File: src/rtl/cpu_pkg.sv
// Shared encodings for the instruction controller: field positions, opcode
// constants, FSM state type, decoded instruction class and control payload.
package cpu_pkg;

    localparam int unsigned INSTR_W   = 16;
    localparam int unsigned REG_SEL_W = 3;
    localparam int unsigned OPC_W     = 3;
    localparam int unsigned OP_W      = 2;
    localparam int unsigned SH_W      = 2;
    localparam int unsigned IMM_W     = 8;

    // Field least-significant bit positions inside the instruction word
    localparam int unsigned OPC_LSB = 13;
    localparam int unsigned OP_LSB  = 11;
    localparam int unsigned RN_LSB  = 8;
    localparam int unsigned RD_LSB  = 5;
    localparam int unsigned SH_LSB  = 3;
    localparam int unsigned RM_LSB  = 0;
    localparam int unsigned IMM_LSB = 0;

    localparam logic [OPC_W-1:0] OPC_MOV = 3'b110;
    localparam logic [OPC_W-1:0] OPC_ALU = 3'b101;

    localparam logic [OP_W-1:0] OP_MOVI = 2'b10;
    localparam logic [OP_W-1:0] OP_MOVR = 2'b00;
    localparam logic [OP_W-1:0] OP_ADD  = 2'b00;
    localparam logic [OP_W-1:0] OP_CMP  = 2'b01;
    localparam logic [OP_W-1:0] OP_AND  = 2'b10;
    localparam logic [OP_W-1:0] OP_MVN  = 2'b11;

    localparam logic [OP_W-1:0] ALU_ADD = 2'b00;

    typedef enum logic [2:0] {
        WAIT,
        DECODE,
        WRITE_IMM,
        GET_A,
        GET_B,
        EXEC,
        WRITE_RD
    } ctrl_state_t;

    typedef enum logic [2:0] {
        I_NOP,
        I_MOVI,
        I_MOVR,
        I_ADD,
        I_CMP,
        I_AND,
        I_MVN
    } instr_kind_t;

    // Registered control bundle driven toward the datapath
    typedef struct packed {
        logic                 w;
        logic [REG_SEL_W-1:0] readnum;
        logic [REG_SEL_W-1:0] writenum;
        logic                 vsel;
        logic                 asel;
        logic                 bsel;
        logic                 loada;
        logic                 loadb;
        logic                 loadc;
        logic                 loads;
        logic                 write;
        logic [SH_W-1:0]      shift;
        logic [OP_W-1:0]      alu_op;
    } ctrl_out_t;

    localparam ctrl_out_t CTRL_IDLE = '{w: 1'b1, default: '0};

    // Map opcode/op to an instruction class; anything unlisted is a no-op
    function automatic instr_kind_t classify(input logic [OPC_W-1:0] opcode,
                                             input logic [OP_W-1:0]  op);
        instr_kind_t kind;
        kind = I_NOP;
        if (opcode == OPC_MOV) begin
            if (op == OP_MOVI)      kind = I_MOVI;
            else if (op == OP_MOVR) kind = I_MOVR;
        end else if (opcode == OPC_ALU) begin
            if (op == OP_ADD)       kind = I_ADD;
            else if (op == OP_CMP)  kind = I_CMP;
            else if (op == OP_AND)  kind = I_AND;
            else                    kind = I_MVN;
        end
        return kind;
    endfunction

endpackage

File: src/rtl/instr_ctrl_if.sv
// Handshake and datapath control bundle between the instruction source, the
// controller and the datapath.
//   s, load, in     : start, IR load enable, instruction word (to controller)
//   w               : controller idle / ready for the next instruction
//   readnum..ALUop  : datapath selects and strobes
//   datapath_in     : sign-extended immediate from the IR
interface instr_ctrl_if;

    logic                              s;
    logic                              load;
    logic [cpu_pkg::INSTR_W-1:0]       in;
    logic                              w;
    logic [cpu_pkg::REG_SEL_W-1:0]     readnum;
    logic [cpu_pkg::REG_SEL_W-1:0]     writenum;
    logic                              vsel;
    logic                              asel;
    logic                              bsel;
    logic                              loada;
    logic                              loadb;
    logic                              loadc;
    logic                              loads;
    logic                              write;
    logic [cpu_pkg::SH_W-1:0]          shift;
    logic [cpu_pkg::OP_W-1:0]          ALUop;
    logic [cpu_pkg::INSTR_W-1:0]       datapath_in;

    modport master (
        output s, load, in,
        input  w, readnum, writenum, vsel, asel, bsel,
        input  loada, loadb, loadc, loads, write, shift, ALUop, datapath_in
    );

    modport slave (
        input  s, load, in,
        output w, readnum, writenum, vsel, asel, bsel,
        output loada, loadb, loadc, loads, write, shift, ALUop, datapath_in
    );

endinterface

File: src/rtl/instr_dec.sv
// Combinational field extraction and immediate sign-extension from the IR.
//   ir                  : instruction register contents
//   opcode, op          : instruction class fields
//   rn, rd, rm, sh      : register selects and shift code
//   sximm8              : imm8 sign-extended to the datapath width
module instr_dec
    import cpu_pkg::*;
(
    input  logic [INSTR_W-1:0]   ir,
    output logic [OPC_W-1:0]     opcode,
    output logic [OP_W-1:0]      op,
    output logic [REG_SEL_W-1:0] rn,
    output logic [REG_SEL_W-1:0] rd,
    output logic [REG_SEL_W-1:0] rm,
    output logic [SH_W-1:0]      sh,
    output logic [INSTR_W-1:0]   sximm8
);

    logic [IMM_W-1:0] imm8;

    assign opcode = ir[OPC_LSB +: OPC_W];
    assign op     = ir[OP_LSB  +: OP_W];
    assign rn     = ir[RN_LSB  +: REG_SEL_W];
    assign rd     = ir[RD_LSB  +: REG_SEL_W];
    assign rm     = ir[RM_LSB  +: REG_SEL_W];
    assign sh     = ir[SH_LSB  +: SH_W];
    assign imm8   = ir[IMM_LSB +: IMM_W];
    assign sximm8 = {{(INSTR_W-IMM_W){imm8[IMM_W-1]}}, imm8};

endmodule

File: src/rtl/instr_ctrl.sv
// Instruction register plus multicycle Moore control FSM for the datapath.
//   clk, rst_n : clock and asynchronous active-low reset
//   bus        : slave side of instr_ctrl_if (s/load/in in, control out)
// Control outputs are registered from the next state, so each strobe is high
// for exactly the cycle its state is occupied; datapath_in follows the IR.
module instr_ctrl
    import cpu_pkg::*;
(
    input  logic         clk,
    input  logic         rst_n,
    instr_ctrl_if.slave  bus
);

    logic [INSTR_W-1:0]   ir_q;
    ctrl_state_t          state_q;
    ctrl_state_t          state_d;
    ctrl_out_t            out_q;
    ctrl_out_t            out_d;
    instr_kind_t          kind;

    logic [OPC_W-1:0]     opcode;
    logic [OP_W-1:0]      op;
    logic [REG_SEL_W-1:0] rn;
    logic [REG_SEL_W-1:0] rd;
    logic [REG_SEL_W-1:0] rm;
    logic [SH_W-1:0]      sh;
    logic [INSTR_W-1:0]   sximm8;

    instr_dec u_dec (
        .ir     (ir_q),
        .opcode (opcode),
        .op     (op),
        .rn     (rn),
        .rd     (rd),
        .rm     (rm),
        .sh     (sh),
        .sximm8 (sximm8)
    );

    assign kind = classify(opcode, op);

    // Instruction register: writable only while idle
    always_ff @(posedge clk or negedge rst_n) begin
        if (!rst_n) begin
            ir_q <= '0;
        end else if (state_q == WAIT && bus.load) begin
            ir_q <= bus.in;
        end
    end

    // State and control output registers
    always_ff @(posedge clk or negedge rst_n) begin
        if (!rst_n) begin
            state_q <= WAIT;
            out_q   <= CTRL_IDLE;
        end else begin
            state_q <= state_d;
            out_q   <= out_d;
        end
    end

    // Next-state logic
    always_comb begin
        state_d = state_q;
        case (state_q)
            WAIT:      if (bus.s) state_d = DECODE;
            DECODE: begin
                case (kind)
                    I_MOVI:              state_d = WRITE_IMM;
                    I_ADD, I_CMP, I_AND: state_d = GET_A;
                    I_MOVR, I_MVN:       state_d = GET_B;
                    default:             state_d = WAIT;
                endcase
            end
            WRITE_IMM: state_d = WAIT;
            GET_A:     state_d = GET_B;
            GET_B:     state_d = EXEC;
            EXEC:      state_d = (kind == I_CMP) ? WAIT : WRITE_RD;
            WRITE_RD:  state_d = WAIT;
            default:   state_d = WAIT;
        endcase
    end

    // Control values for the state being entered; the IR is already stable
    // for every state that uses its fields (it only changes entering DECODE)
    always_comb begin
        out_d = '0;
        case (state_d)
            WAIT: out_d.w = 1'b1;
            WRITE_IMM: begin
                out_d.vsel     = 1'b1;
                out_d.writenum = rn;
                out_d.write    = 1'b1;
            end
            GET_A: begin
                out_d.readnum = rn;
                out_d.loada   = 1'b1;
            end
            GET_B: begin
                out_d.readnum = rm;
                out_d.loadb   = 1'b1;
            end
            EXEC: begin
                out_d.shift = sh;
                out_d.loadc = (kind != I_CMP);
                out_d.loads = 1'b1;
                // MOV reg reuses the adder with A forced to zero
                if (kind == I_MOVR) begin
                    out_d.alu_op = ALU_ADD;
                    out_d.asel   = 1'b1;
                end else begin
                    out_d.alu_op = op;
                end
            end
            WRITE_RD: begin
                out_d.writenum = rd;
                out_d.write    = 1'b1;
            end
            default: out_d = '0;
        endcase
    end

    assign bus.w           = out_q.w;
    assign bus.readnum     = out_q.readnum;
    assign bus.writenum    = out_q.writenum;
    assign bus.vsel        = out_q.vsel;
    assign bus.asel        = out_q.asel;
    assign bus.bsel        = out_q.bsel;
    assign bus.loada       = out_q.loada;
    assign bus.loadb       = out_q.loadb;
    assign bus.loadc       = out_q.loadc;
    assign bus.loads       = out_q.loads;
    assign bus.write       = out_q.write;
    assign bus.shift       = out_q.shift;
    assign bus.ALUop       = out_q.alu_op;
    assign bus.datapath_in = sximm8;

endmodule

File: src/flat_wrapper.sv
// flat-port wrapper written by rule: the top's interface ports become plain ports
module instr_ctrl_flat import cpu_pkg::*;
  (clk, rst_n, bus_s, bus_load, bus_in, bus_w, bus_readnum, bus_writenum, bus_vsel, bus_asel, bus_bsel, bus_loada, bus_loadb, bus_loadc, bus_loads, bus_write, bus_shift, bus_ALUop, bus_datapath_in);
  instr_ctrl_if bus_i ();
  input  logic clk;
  input  logic rst_n;
  input wire logic [$bits(bus_i.s)-1:0] bus_s;
  input wire logic [$bits(bus_i.load)-1:0] bus_load;
  input wire logic [$bits(bus_i.in)-1:0] bus_in;
  output wire logic [$bits(bus_i.w)-1:0] bus_w;
  output wire logic [$bits(bus_i.readnum)-1:0] bus_readnum;
  output wire logic [$bits(bus_i.writenum)-1:0] bus_writenum;
  output wire logic [$bits(bus_i.vsel)-1:0] bus_vsel;
  output wire logic [$bits(bus_i.asel)-1:0] bus_asel;
  output wire logic [$bits(bus_i.bsel)-1:0] bus_bsel;
  output wire logic [$bits(bus_i.loada)-1:0] bus_loada;
  output wire logic [$bits(bus_i.loadb)-1:0] bus_loadb;
  output wire logic [$bits(bus_i.loadc)-1:0] bus_loadc;
  output wire logic [$bits(bus_i.loads)-1:0] bus_loads;
  output wire logic [$bits(bus_i.write)-1:0] bus_write;
  output wire logic [$bits(bus_i.shift)-1:0] bus_shift;
  output wire logic [$bits(bus_i.ALUop)-1:0] bus_ALUop;
  output wire logic [$bits(bus_i.datapath_in)-1:0] bus_datapath_in;
  assign bus_i.s = bus_s;
  assign bus_i.load = bus_load;
  assign bus_i.in = bus_in;
  assign bus_w = bus_i.w;
  assign bus_readnum = bus_i.readnum;
  assign bus_writenum = bus_i.writenum;
  assign bus_vsel = bus_i.vsel;
  assign bus_asel = bus_i.asel;
  assign bus_bsel = bus_i.bsel;
  assign bus_loada = bus_i.loada;
  assign bus_loadb = bus_i.loadb;
  assign bus_loadc = bus_i.loadc;
  assign bus_loads = bus_i.loads;
  assign bus_write = bus_i.write;
  assign bus_shift = bus_i.shift;
  assign bus_ALUop = bus_i.ALUop;
  assign bus_datapath_in = bus_i.datapath_in;
  instr_ctrl u_core (.clk(clk), .rst_n(rst_n), .bus(bus_i));
endmodule
File: config.mk
export PLATFORM = sky130hd
export DESIGN_NAME = instr_ctrl_flat
export DESIGN_NICKNAME = d
export VERILOG_FILES = /design/src/rtl/cpu_pkg.sv /design/src/rtl/instr_ctrl_if.sv /design/src/rtl/instr_dec.sv /design/src/rtl/instr_ctrl.sv /design/src/flat_wrapper.sv
export SDC_FILE = /design/constraint.sdc
export NUM_CORES = 1
export LEC_CHECK = 0
export BUFFER_PORTS_ARGS = -buffer_cell sky130_fd_sc_hd__buf_2
export CORE_MARGIN = 10
export CORE_UTILIZATION = 25
export DETAILED_ROUTE_END_ITERATION = 8
export GPL_TIMING_DRIVEN = 0
export HOLD_SLACK_MARGIN = 0.12
export PLACE_DENSITY_LB_ADDON = 0.08
export SETUP_SLACK_MARGIN = 0.02
export SYNTH_ARGS = -nofsm -noshare
export SYNTH_HDL_FRONTEND = slang
export SYNTH_HIERARCHICAL = 1
export SYNTH_SLANG_ARGS = --single-unit
File: constraint.sdc
create_clock -name clk -period 2.6 [get_ports clk]
set_clock_uncertainty 0.1 [all_clocks]
set_input_delay 0.13 -clock clk [delete_from_list [all_inputs] [get_ports clk]]
set_output_delay 0.13 -clock clk [all_outputs]
set_load 0.05 [all_outputs]
==> impl_metrics.env <==
export IMPL_outcome="completed"
export IMPL_worstMarginPinSlew_ns=0.846
export IMPL_syn_cell_area_sq_um=1870
export IMPL_worst_path_max_fanout=6
export IMPL_synth_cell_types=36
export IMPL_synth_top_cell_area_share_pct=48.2
export IMPL_syn_inst=151
export IMPL_gp_congestion=0.716
export IMPL_post_route_period_util_pct=79.6
export IMPL_endpoint_kind="flop"
export IMPL_via_per_inst=3.80
export IMPL_vias=1250
export IMPL_rsz0062_at_grt="false"
export IMPL_max_freq_mhz=483
export IMPL_ctsHoldBuffers=18
export IMPL_cts_tree="yes"
export IMPL_start_util_pct=25.8
export IMPL_grt_pass1_wl_um=7270
export IMPL_crit_path_start_kind="flop"
export IMPL_final_nets=252
export IMPL_synth_edf_count=0
export IMPL_grt_util_all_layers_pct=7.98
export IMPL_synth_xor_area_share_pct=0.468
export IMPL_synth_top_family_by_area="buffers and inverters"
export IMPL_arrival_ns=2.14
export IMPL_yosysSeqAreaShare_pct=49.6
export IMPL_port_buffers=53
export IMPL_num_rows=31
export IMPL_synthMuxAreaShare_pct=11.6
export IMPL_yosys_warnings=6
export IMPL_synth_simple_area_share_pct=9.70
export IMPL_routedWlPerCell_um=13.3
export IMPL_hold_viol=0
export IMPL_die_width_um=107
export IMPL_io_pins=55
export IMPL_synth_main_ff_cell="dfrtp_1"
export IMPL_chipHeight_um=107
export IMPL_fin_util_pct=35.0
export IMPL_route_detailed_drc=0
export IMPL_synth_area_per_cell_sq_um=12.4
export IMPL_cts_buffers=5
export IMPL_ys_seq_elements=37
export IMPL_hp_class="input pin to flop"
export IMPL_antenna_cells=0
export IMPL_drtIter0Drc=27
export IMPL_post_cts_setup_buffers=0
export IMPL_path_clk_slew_ns=0.08
export IMPL_grt_ovfl_total=0
export IMPL_syn2layout_area_growth_pct=35.6
export IMPL_antenna_found_initial=0
export IMPL_post_route_min_period_ns=2.07
export IMPL_wirelength_um=4370
export IMPL_firstDrtPassIters=2
export IMPL_ant_nets=0
export IMPL_h_tree_depth=2
export IMPL_final_max_slew_viol_count=0
export IMPL_cts_sinks=37
export IMPL_setup_viol=0
export IMPL_async_reset_ff_share_pct=100
export IMPL_clk_latency_ns=0.29
export IMPL_relSlewSlack_pct=43.6
export IMPL_yosysTopAreaCell="dfrtp_1"
export IMPL_die_area_sq_um=11300
export IMPL_syn_num_nets=174
export IMPL_final_setup_tns_ns=0
export IMPL_cts_root_buf="clkbuf_8"
export IMPL_required_ns=2.67
export IMPL_synth_area_leaders="dfrtp_1, buf_4, mux2_4"
export IMPL_synth_compound_area_share_pct=9.90
export IMPL_coreArea_sq_um=7250
export IMPL_drive_above_1_share_pct=55.7
export IMPL_r2r_slack_ns=0.53
export IMPL_grt_start_max_net_pins=38
export IMPL_hpwl_um=3210
export IMPL_clockBufferDepth=2
export IMPL_grt_pass1_vias=1408
export IMPL_worstSetupPathType="flop to flop"
export IMPL_drv_cap=0
export IMPL_synthAdderAreaFrac_pct=2.01
export IMPL_cts_resized=0
-- per-layer routing --
layer	track usage [%]	routed length [um]	part of all wire, %
met1	9.73	2040	47
met2	12.7	1990	45
met3	3.14	297	6.8
met4	2.32	41	0.94
met5	0	0	0
-- registers in the layout (all words and copies together) (netlist names) --
| name | cells |
|---|---|
| u_core/ir_q | 16 |
| u_core/bus.readnum | 3 |
| u_core/bus.writenum | 3 |
| u_core/state_q | 3 |
| u_core/bus.ALUop | 2 |
| u_core/bus.shift | 2 |
| u_core/bus.asel | 1 |
| u_core/bus.loada | 1 |
| u_core/bus.loadb | 1 |
| u_core/bus.loadc | 1 |
| u_core/bus.loads | 1 |
| u_core/bus.vsel | 1 |
| u_core/bus.w | 1 |
| u_core/bus.write | 1 |
-- through the flow --
stage               setup WS (ns)  area [sq um]  hold slack [ns]  instances
finish                      0.531          2540            0.300        329
detailed placement          0.529          2260            0.204        303
floorplan                   0.730          1870           -0.266        151
CTS                         0.528          2540            0.298        329
global route                0.415          2540            0.315        329
global placement            0.552          2260            0.199        303
-- synth_stat cells, drive strengths merged (2+ instances only) --
library cell,instances
a22o,3
and3,6
buf,36
dfrtp,36
ha,3
inv,9
mux2,16
nand2,8
nand2b,3
nor2,7
nor2b,2
nor3,2
o21ai,3
o22ai,2
o31ai,3
-- placed cells by master, fill, tap and decap left out, types with 2 or more instances in the layout --
master	Yosys	layout
a22o_1	3	3
and3_1	6	6
buf_2	1	54
buf_4	33	33
buf_6	2	2
clkbuf_8	0	6
dfrtp_1	36	36
dlygate4sd3_1	0	18
ha_1	3	3
inv_1	8	8
mux2_2	6	6
mux2_4	10	10
nand2_1	8	8
nand2b_4	2	2
nor2_1	5	5
nor2_2	2	2
o21ai_0	2	2
o22ai_1	2	2
o31ai_2	3	3
-- cell families after synthesis --
group / after synthesis
mux: 16
buf+inv: 45
flops: 37
compound gates: 17
other cells: 1
fa+ha+maj: 3
simple gates: 31
xor+xnor: 1
-- area by class of cell --
class	count	area, sq um
well taps	99	124
inverters	9	33.8
clock buffers	6	82.6
repair buffers	71	445
clock inverters	2	13.8
fillers	763	4720
plain buffers	36	275
multi-input cells	69	634
flip-flops and latches	37	927
-- final timing paths --
path	start	to	depth (start not counted)
setup / recovery	u_core/ir_q[11]	u_core/bus.writenum[1]	9
min in group asynchronous	rst_n	u_core/ir_q[11]	2
setup reg to reg	u_core/ir_q[11]	u_core/bus.writenum[1]	9
hold / removal	bus_load	u_core/ir_q[3]	4
max in group asynchronous	rst_n	u_core/state_q[2]	2
hold reg to reg	u_core/ir_q[15]	u_core/ir_q[15]	1
-- worst max-delay path, cell delays in order (launching register included) --
cell      delay (ns)
dfrtp_1         0.39
buf_4           0.13
inv_1           0.09
ha_1            0.30
xnor2_1         0.15
o22ai_1         0.19
and3_1          0.17
buf_2           0.17
nand2b_4        0.19
o31ai_2         0.06
Power is left out: the tool's default activity adds up to more than one toggle a clock period on the data nets, which glitch-free logic cannot reach.
